`src/rtl/dbg_pkg.sv`:
```
// Shared constants and FSM encoding for the UART debug command receiver.
package dbg_pkg;

  localparam logic [7:0] CMD_RUN  = 8'h52;
  localparam logic [7:0] CMD_HALT = 8'h48;
  localparam logic [7:0] CMD_STEP = 8'h53;
  localparam logic [7:0] CMD_BP   = 8'h42;
  localparam logic [7:0] CMD_CLR  = 8'h43;
  localparam logic [7:0] CMD_RST  = 8'h58;

  localparam logic [7:0] ACK_NAK_DEF   = 8'h3F;
  localparam logic [7:0] BP_NOTIFY_DEF = 8'h21;

  typedef enum logic [2:0] {
    StIdle,
    StArg1,
    StArg2,
    StExec,
    StTxAck,
    StTxWait
  } dbg_state_e;

  function automatic logic cmd_has_arg(input logic [7:0] c);
    return (c == CMD_STEP) || (c == CMD_BP);
  endfunction

endpackage

```
`src/rtl/dbg_bp_match.sv`:
```
// Breakpoint address compare with one-shot arming: after a hit or a new 'B' the
// breakpoint stays disarmed until the Z80 leaves the breakpoint address.
module dbg_bp_match (
  input  logic        clk,
  input  logic        rst,
  input  logic [15:0] z80_addr,
  input  logic        z80_mem_rd,
  input  logic [15:0] bp_addr,
  input  logic        bp_en,
  input  logic        active,
  input  logic        disarm,
  output logic        hit
);

  logic armed_q, armed_d;
  logic addr_eq;

  always_comb begin
    addr_eq = (z80_addr == bp_addr);
    hit     = bp_en & armed_q & z80_mem_rd & addr_eq & active;
    armed_d = armed_q;
    if (disarm || hit) begin
      armed_d = 1'b0;
    end else if (!addr_eq) begin
      armed_d = 1'b1;
    end
  end

  always_ff @(posedge clk or posedge rst) begin
    if (rst) begin
      armed_q <= 1'b1;
    end else begin
      armed_q <= armed_d;
    end
  end

endmodule

```
`src/rtl/dbg_cmd_rx.sv`:
```
// Debug link receiver: assembles 1..3 byte host commands, drives Z80 run control
// and answers each command (plus breakpoint hits) with one byte on the UART.
module dbg_cmd_rx
  import dbg_pkg::*;
#(
  parameter int unsigned TIMEOUT    = 5000000,
  parameter int unsigned RST_CYCLES = 16,
  parameter logic [7:0]  ACK_NAK    = ACK_NAK_DEF,
  parameter logic [7:0]  BP_NOTIFY  = BP_NOTIFY_DEF
) (
  input  logic        clk,
  input  logic        rst,
  input  logic [7:0]  rx_data,
  input  logic        rx_done,
  output logic [7:0]  tx_data,
  output logic        tx_wr,
  input  logic        tx_done,
  input  logic [15:0] z80_addr,
  input  logic        z80_mem_rd,
  input  logic        step_ack,
  output logic        run_en,
  output logic        step_req,
  output logic        z80_rst_req,
  output logic [15:0] bp_addr,
  output logic        bp_en,
  output logic        rx_overrun
);

  localparam logic [31:0] TmoLast = 32'(TIMEOUT - 1);
  localparam logic [15:0] RstLast = 16'(RST_CYCLES - 1);

  dbg_state_e  state_q, state_d;
  logic [7:0]  hold_data_q, hold_data_d;
  logic        hold_vld_q, hold_vld_d;
  logic        overrun_q, overrun_d;
  logic [7:0]  cmd_q, cmd_d;
  logic [7:0]  arg1_q, arg1_d;
  logic [7:0]  arg2_q, arg2_d;
  logic [31:0] tmo_q, tmo_d;
  logic [7:0]  tx_data_q, tx_data_d;
  logic        tx_wr_q, tx_wr_d;
  logic        tx_done_q, tx_done_d;
  logic        run_en_q, run_en_d;
  logic [7:0]  step_cnt_q, step_cnt_d;
  logic [15:0] bp_addr_q, bp_addr_d;
  logic        bp_en_q, bp_en_d;
  logic        bp_pending_q, bp_pending_d;
  logic        rst_req_q, rst_req_d;
  logic [15:0] rst_cnt_q, rst_cnt_d;

  logic consume;
  logic tx_done_seen;
  logic bp_disarm;
  logic bp_hit;

  dbg_bp_match u_bp_match (
    .clk        (clk),
    .rst        (rst),
    .z80_addr   (z80_addr),
    .z80_mem_rd (z80_mem_rd),
    .bp_addr    (bp_addr_q),
    .bp_en      (bp_en_q),
    .active     (run_en_q | (step_cnt_q != 8'd0)),
    .disarm     (bp_disarm),
    .hit        (bp_hit)
  );

  always_comb begin
    consume = hold_vld_q && (state_q inside {StIdle, StArg1, StArg2});

    hold_vld_d  = hold_vld_q;
    hold_data_d = hold_data_q;
    overrun_d   = overrun_q;
    if (consume) begin
      hold_vld_d = 1'b0;
    end
    if (rx_done) begin
      if (!hold_vld_q || consume) begin
        hold_vld_d  = 1'b1;
        hold_data_d = rx_data;
      end else begin
        overrun_d = 1'b1;
      end
    end

    // A stale strobe from an earlier transfer is masked in the tx_wr cycle.
    tx_done_seen = tx_done | (tx_done_q & ~tx_wr_q);
    tx_done_d    = tx_done_seen;

    state_d      = state_q;
    cmd_d        = cmd_q;
    arg1_d       = arg1_q;
    arg2_d       = arg2_q;
    tmo_d        = tmo_q;
    tx_data_d    = tx_data_q;
    tx_wr_d      = 1'b0;
    run_en_d     = run_en_q;
    bp_addr_d    = bp_addr_q;
    bp_en_d      = bp_en_q;
    bp_pending_d = bp_pending_q;
    bp_disarm    = 1'b0;

    rst_req_d = rst_req_q;
    rst_cnt_d = rst_cnt_q;
    if (rst_req_q) begin
      if (rst_cnt_q == 16'd0) begin
        rst_req_d = 1'b0;
      end else begin
        rst_cnt_d = rst_cnt_q - 16'd1;
      end
    end

    step_cnt_d = step_cnt_q;
    if (step_ack && (step_cnt_q != 8'd0)) begin
      step_cnt_d = step_cnt_q - 8'd1;
    end

    unique case (state_q)
      StIdle: begin
        tmo_d = 32'd0;
        if (hold_vld_q) begin
          cmd_d   = hold_data_q;
          state_d = cmd_has_arg(hold_data_q) ? StArg1 : StExec;
        end else if (bp_pending_q) begin
          tx_data_d    = BP_NOTIFY;
          bp_pending_d = 1'b0;
          state_d      = StTxAck;
        end
      end
      StArg1: begin
        if (hold_vld_q) begin
          arg1_d  = hold_data_q;
          tmo_d   = 32'd0;
          state_d = (cmd_q == CMD_BP) ? StArg2 : StExec;
        end else if (tmo_q == TmoLast) begin
          tmo_d   = 32'd0;
          state_d = StIdle;
        end else begin
          tmo_d = tmo_q + 32'd1;
        end
      end
      StArg2: begin
        if (hold_vld_q) begin
          arg2_d  = hold_data_q;
          tmo_d   = 32'd0;
          state_d = StExec;
        end else if (tmo_q == TmoLast) begin
          tmo_d   = 32'd0;
          state_d = StIdle;
        end else begin
          tmo_d = tmo_q + 32'd1;
        end
      end
      StExec: begin
        tx_data_d = cmd_q;
        state_d   = StTxAck;
        case (cmd_q)
          CMD_RUN:  run_en_d = 1'b1;
          CMD_HALT: begin
            run_en_d   = 1'b0;
            step_cnt_d = 8'd0;
          end
          CMD_STEP: step_cnt_d = arg1_q;
          CMD_BP: begin
            bp_addr_d = {arg1_q, arg2_q};
            bp_en_d   = 1'b1;
            bp_disarm = 1'b1;
          end
          CMD_CLR:  bp_en_d = 1'b0;
          CMD_RST: begin
            run_en_d   = 1'b0;
            step_cnt_d = 8'd0;
            rst_req_d  = 1'b1;
            rst_cnt_d  = RstLast;
          end
          default:  tx_data_d = ACK_NAK;
        endcase
      end
      StTxAck: begin
        tx_wr_d = 1'b1;
        state_d = StTxWait;
      end
      StTxWait: begin
        if (tx_done_seen) begin
          state_d = StIdle;
        end
      end
      default: state_d = StIdle;
    endcase

    // A hit overrides any run/step load applied in the same cycle.
    if (bp_hit) begin
      run_en_d     = 1'b0;
      step_cnt_d   = 8'd0;
      bp_pending_d = 1'b1;
    end
  end

  always_ff @(posedge clk or posedge rst) begin
    if (rst) begin
      state_q      <= StIdle;
      hold_data_q  <= 8'd0;
      hold_vld_q   <= 1'b0;
      overrun_q    <= 1'b0;
      cmd_q        <= 8'd0;
      arg1_q       <= 8'd0;
      arg2_q       <= 8'd0;
      tmo_q        <= 32'd0;
      tx_data_q    <= 8'd0;
      tx_wr_q      <= 1'b0;
      tx_done_q    <= 1'b0;
      run_en_q     <= 1'b0;
      step_cnt_q   <= 8'd0;
      bp_addr_q    <= 16'd0;
      bp_en_q      <= 1'b0;
      bp_pending_q <= 1'b0;
      rst_req_q    <= 1'b0;
      rst_cnt_q    <= 16'd0;
    end else begin
      state_q      <= state_d;
      hold_data_q  <= hold_data_d;
      hold_vld_q   <= hold_vld_d;
      overrun_q    <= overrun_d;
      cmd_q        <= cmd_d;
      arg1_q       <= arg1_d;
      arg2_q       <= arg2_d;
      tmo_q        <= tmo_d;
      tx_data_q    <= tx_data_d;
      tx_wr_q      <= tx_wr_d;
      tx_done_q    <= tx_done_d;
      run_en_q     <= run_en_d;
      step_cnt_q   <= step_cnt_d;
      bp_addr_q    <= bp_addr_d;
      bp_en_q      <= bp_en_d;
      bp_pending_q <= bp_pending_d;
      rst_req_q    <= rst_req_d;
      rst_cnt_q    <= rst_cnt_d;
    end
  end

  assign tx_data     = tx_data_q;
  assign tx_wr       = tx_wr_q;
  assign run_en      = run_en_q;
  assign step_req    = (step_cnt_q != 8'd0);
  assign z80_rst_req = rst_req_q;
  assign bp_addr     = bp_addr_q;
  assign bp_en       = bp_en_q;
  assign rx_overrun  = overrun_q;

endmodule

```
`config.mk`:
```
export PLATFORM = sky130hd
export DESIGN_NAME = dbg_cmd_rx
export DESIGN_NICKNAME = d
export VERILOG_FILES = /design/src/rtl/dbg_pkg.sv /design/src/rtl/dbg_bp_match.sv /design/src/rtl/dbg_cmd_rx.sv
export SDC_FILE = /design/constraint.sdc
export NUM_CORES = 1
export LEC_CHECK = 0
export ABC_AREA = 1
export CORE_MARGIN = 2
export CORE_UTILIZATION = 30
export CTS_CLUSTER_SIZE = 8
export DETAILED_ROUTE_END_ITERATION = 10
export GPL_TIMING_DRIVEN = 0
export HOLD_SLACK_MARGIN = 0.08
export PLACE_DENSITY_LB_ADDON = 0.15
export SLEW_MARGIN = 20
export SYNTH_ARGS = -nofsm -noshare
export SYNTH_HDL_FRONTEND = slang
export SYNTH_SLANG_ARGS = --single-unit
```
`constraint.sdc`:
```
create_clock -name clk -period 14.6 [get_ports clk]
set_input_delay 4.38 -clock clk [delete_from_list [all_inputs] [get_ports clk]]
set_output_delay 4.38 -clock clk [all_outputs]
set_load 0.01 [all_outputs]
```
==> results.py <==
metrics = {
    "status": {
        "outcome": "completed",
    },
    "global_route": {
        "grt_max_degree": 93,
        "grt.total_usage_pct": 15.64,
        "grt_overflow": 0,
        "grt_pass1_vias": 5892,
        "grt_pass1_wl_mm": 30.10,
        "antenna_found_initial": 0,
    },
    "timing": {
        "rsz0062_at_grt": "no",
        "slew_headroom_pct": 61.24,
        "clock.fmax_mhz": 157.8,
        "worst_hold_slack_ns": 0.4734,
        "tns_ns": 0,
        "worst_pin_slew_ns": 0.5770,
        "clock-skew-final_ns": 0.01067,
        "period_share_pct": 43.42,
        "slew_viol_final": 0,
        "final-setup-viol-count": 0,
        "fin_crit_ns": 6.339,
        "hold_viol_final": 0,
    },
    "clock_network": {
        "cts_setup_buffers": 0,
        "cts_sinks": 124,
        "cts_max_path_buffers": 2,
        "cts_hold_buffers": 0,
        "insertion_delay_ns": 0.42,
        "cts_tree": "yes",
        "htree_levels": 4,
        "cts_root_buffer": "clkbuf_16",
        "clk_pin_slew_ns": 0.05,
        "cts_inserted_buffers": 17,
        "cts_resized": 0,
    },
    "finish": {
        "n_antenna_cell": 0,
        "drive_above_1_share_pct": 6.576,
        "fillers": 2348,
        "final_cell_mix": "nand2_1 (305), nor2_1 (149), dfrtp_1 (123)",
        "finalCoreUtilization_pct": 37.24,
        "register_area_mm2": 0.003104,
        "syn_to_final_growth_pct": 22.74,
        "final_common_cell": "nand2_1",
        "layout.nets": 1056,
        "multi_input_area_mm2": 0.003247,
    },
    "routing": {
        "drtAntennaViolNets": 0,
        "drc_errors": 0,
        "wl_per_cell_um": 13.43,
        "first_iter_violations": 302,
        "drt_first_pass_iters": 5,
        "num_vias": 6073,
        "wl_mm": 17.71,
        "via_per_inst": 4.604,
    },
    "setup_path": {
        "worstPathArrival_ns": 1.96,
        "cp_cell_sequence": "inv_1 > ha_1 > nand3_1 > nor2_1 > inv_1 > clkdlybuf4s50_1",
        "r2r-start": "rst_cnt_q[0]$_DFF_PP0_",
        "path_delay_family": "buffers and inverters",
        "cp_num_buf_inv": 3,
        "cpPeakStageDelay_ns": 0.47,
        "crit_required_ns": 10.22,
        "crit_start": "step_cnt_q[0]$_DFF_PP0_",
        "worst_path_max_delay_cell": "clkdlybuf4s50_1",
        "crit_fanout": 5,
        "cp_common_cell": "inv_1",
        "crit_type": "register to primary output",
        "start_kind": "register",
        "end_kind": "primary output",
    },
    "yosys": {
        "ys_types": 39,
        "syn-num-nets": 977,
        "ys_seq_area_share_pct": 45.46,
        "async_flop_share_pct": 100.0,
        "yosys-top-cells-area": "dfrtp_1 (45%), nand2_1 (17%), nor2_1 (8.2%)",
        "synth_top_flop_cell": "dfrtp_1",
        "netlist.area_leader.share_pct": 45.08,
        "synth_area_leader_cell": "dfrtp_1",
        "synth_edf_count": 0,
        "synth_warnings": 0,
        "avgSynthCellArea_um2": 7.241,
        "syn_area_mm2": 0.006828,
        "synth-seq-cells": 124,
        "synth_cells": 943,
    },
    "die": {
        "rows": 55,
        "io_pins": 60,
        "die_h_um": 154.9,
        "die-area_mm2": 0.02398,
        "fp.coreArea_mm2": 0.02250,
        "start_util_pct": 30.34,
        "die_w_um": 154.9,
    },
    "pwr": {
        "pwr_density_cell_mw_per_mm2": 162.0,
        "leakage_nw": 3.989,
        "ir_worst_vdd_mv": 0.09054,
    },
    "run": {
        "cap_violations": 0,
    },
    "min_path": {
        "hp-start": "arg2_q[7]$_DFFE_PP0P_",
        "hold_class": "register to register",
    },
    "place": {
        "place.gp.congestion": 0.8595,
        "io_buffers": 59,
        "place_hpwl_mm": 13.14,
    },
}
-- logic make-up after synthesis --
family	Yosys count	synth area share (%)
AOI/OAI and AO/OA	88	7.184
xor gates and xnor gates	38	4.874
adders and majority gates	4	0.7330
buffers and inverters	121	6.982
DFF	124	45.46
and+or+nand+nor	568	34.76
-- final timing paths --
check                                                  to  slack, ns  cells after the start
setup / recovery                                 step_req       8.26                      6
hold / removal                     bp_addr[7]$_DFFE_PP0P_       0.47                      2
setup reg to reg                  rst_cnt_q[14]$_DFF_PP0_      12.73                      7
hold reg to reg                    bp_addr[7]$_DFFE_PP0P_       0.47                      2
max in group asynchronous  u_bp_match.armed_q$_DFFE_PP1P_       9.52                      3
min in group asynchronous          rst_cnt_q[1]$_DFF_PP0_       4.33                      2
-- through the flow --
stage / setup slack [ns] / total power, mW / cell area, um2 / cells
detailed placement: 8.506 / 0.9535 / 7810 / 1288
global route: 8.140 / 1.461 / 8381 / 1319
floorplan: 6.922 / 0.7918 / 6828 / 943
CTS: 8.237 / 1.377 / 8381 / 1319
global placement: 4.836 / 0.9477 / 7775 / 1287
finish: 8.261 / 1.358 / 8381 / 1319
-- power breakdown --
| group | switching (mW) | total, mW | internal (mW) |
|---|---|---|---|
| sequential | 0.0691 | 0.498 | 0.428 |
| clock | 0.151 | 0.414 | 0.263 |
| combinational | 0.285 | 0.446 | 0.161 |
| total | 0.506 | 1.36 | 0.852 |
-- sequential cells by signal (all words and copies together), names as in the netlist, 3 cells and up --
signal       cells
state_q          3
tmo_q           32
rst_cnt_q       16
tx_data          8
bp_addr         16
hold_data_q      8
arg2_q           8
step_cnt_q       8
arg1_q           8
cmd_q            8
-- routing by layer --
| metal | global-route usage, % | vias up | share of wire [%] |
|---|---|---|---|
| met5 | 0 | - | 0 |
| met4 | 4.630 | 0 | 1.1 |
| met3 | 2.674 | 16 | 3.6 |
| met2 | 24.30 | 105 | 45 |
| met1 | 22.39 | 2827 | 50 |
| li1 | - | 3125 | - |
-- tightest hold or removal path, stage by stage (launching register included) --
cell	delay (ns)
dfrtp_1	0.34
nand2_1	0.05
nand2_1	0.05
-- synth_stat cells, types with 4 or more instances --
cell type / instances
inv_1: 102
nand2_1: 305
xnor2_1: 6
clkbuf_1: 4
nor2_1: 149
o21ai_0: 48
ha_1: 4
xor2_1: 32
nand4_1: 20
nand2_2: 6
nand3_1: 60
a21oi_1: 27
nor3_1: 9
buf_2: 9
dfrtp_1: 123
nor2_2: 8
-- layout make-up --
cell class	instances	area share, %
timing repair buffer	60	7.375
tap	285	4.255
inverter	105	4.792
sequential	124	37.04
multi-input combinational	698	38.74
clock inverter	7	1.060
clock buffer	24	5.748
buffer	16	0.9854
No activity file was read; power rests on OpenSTA's default activity.
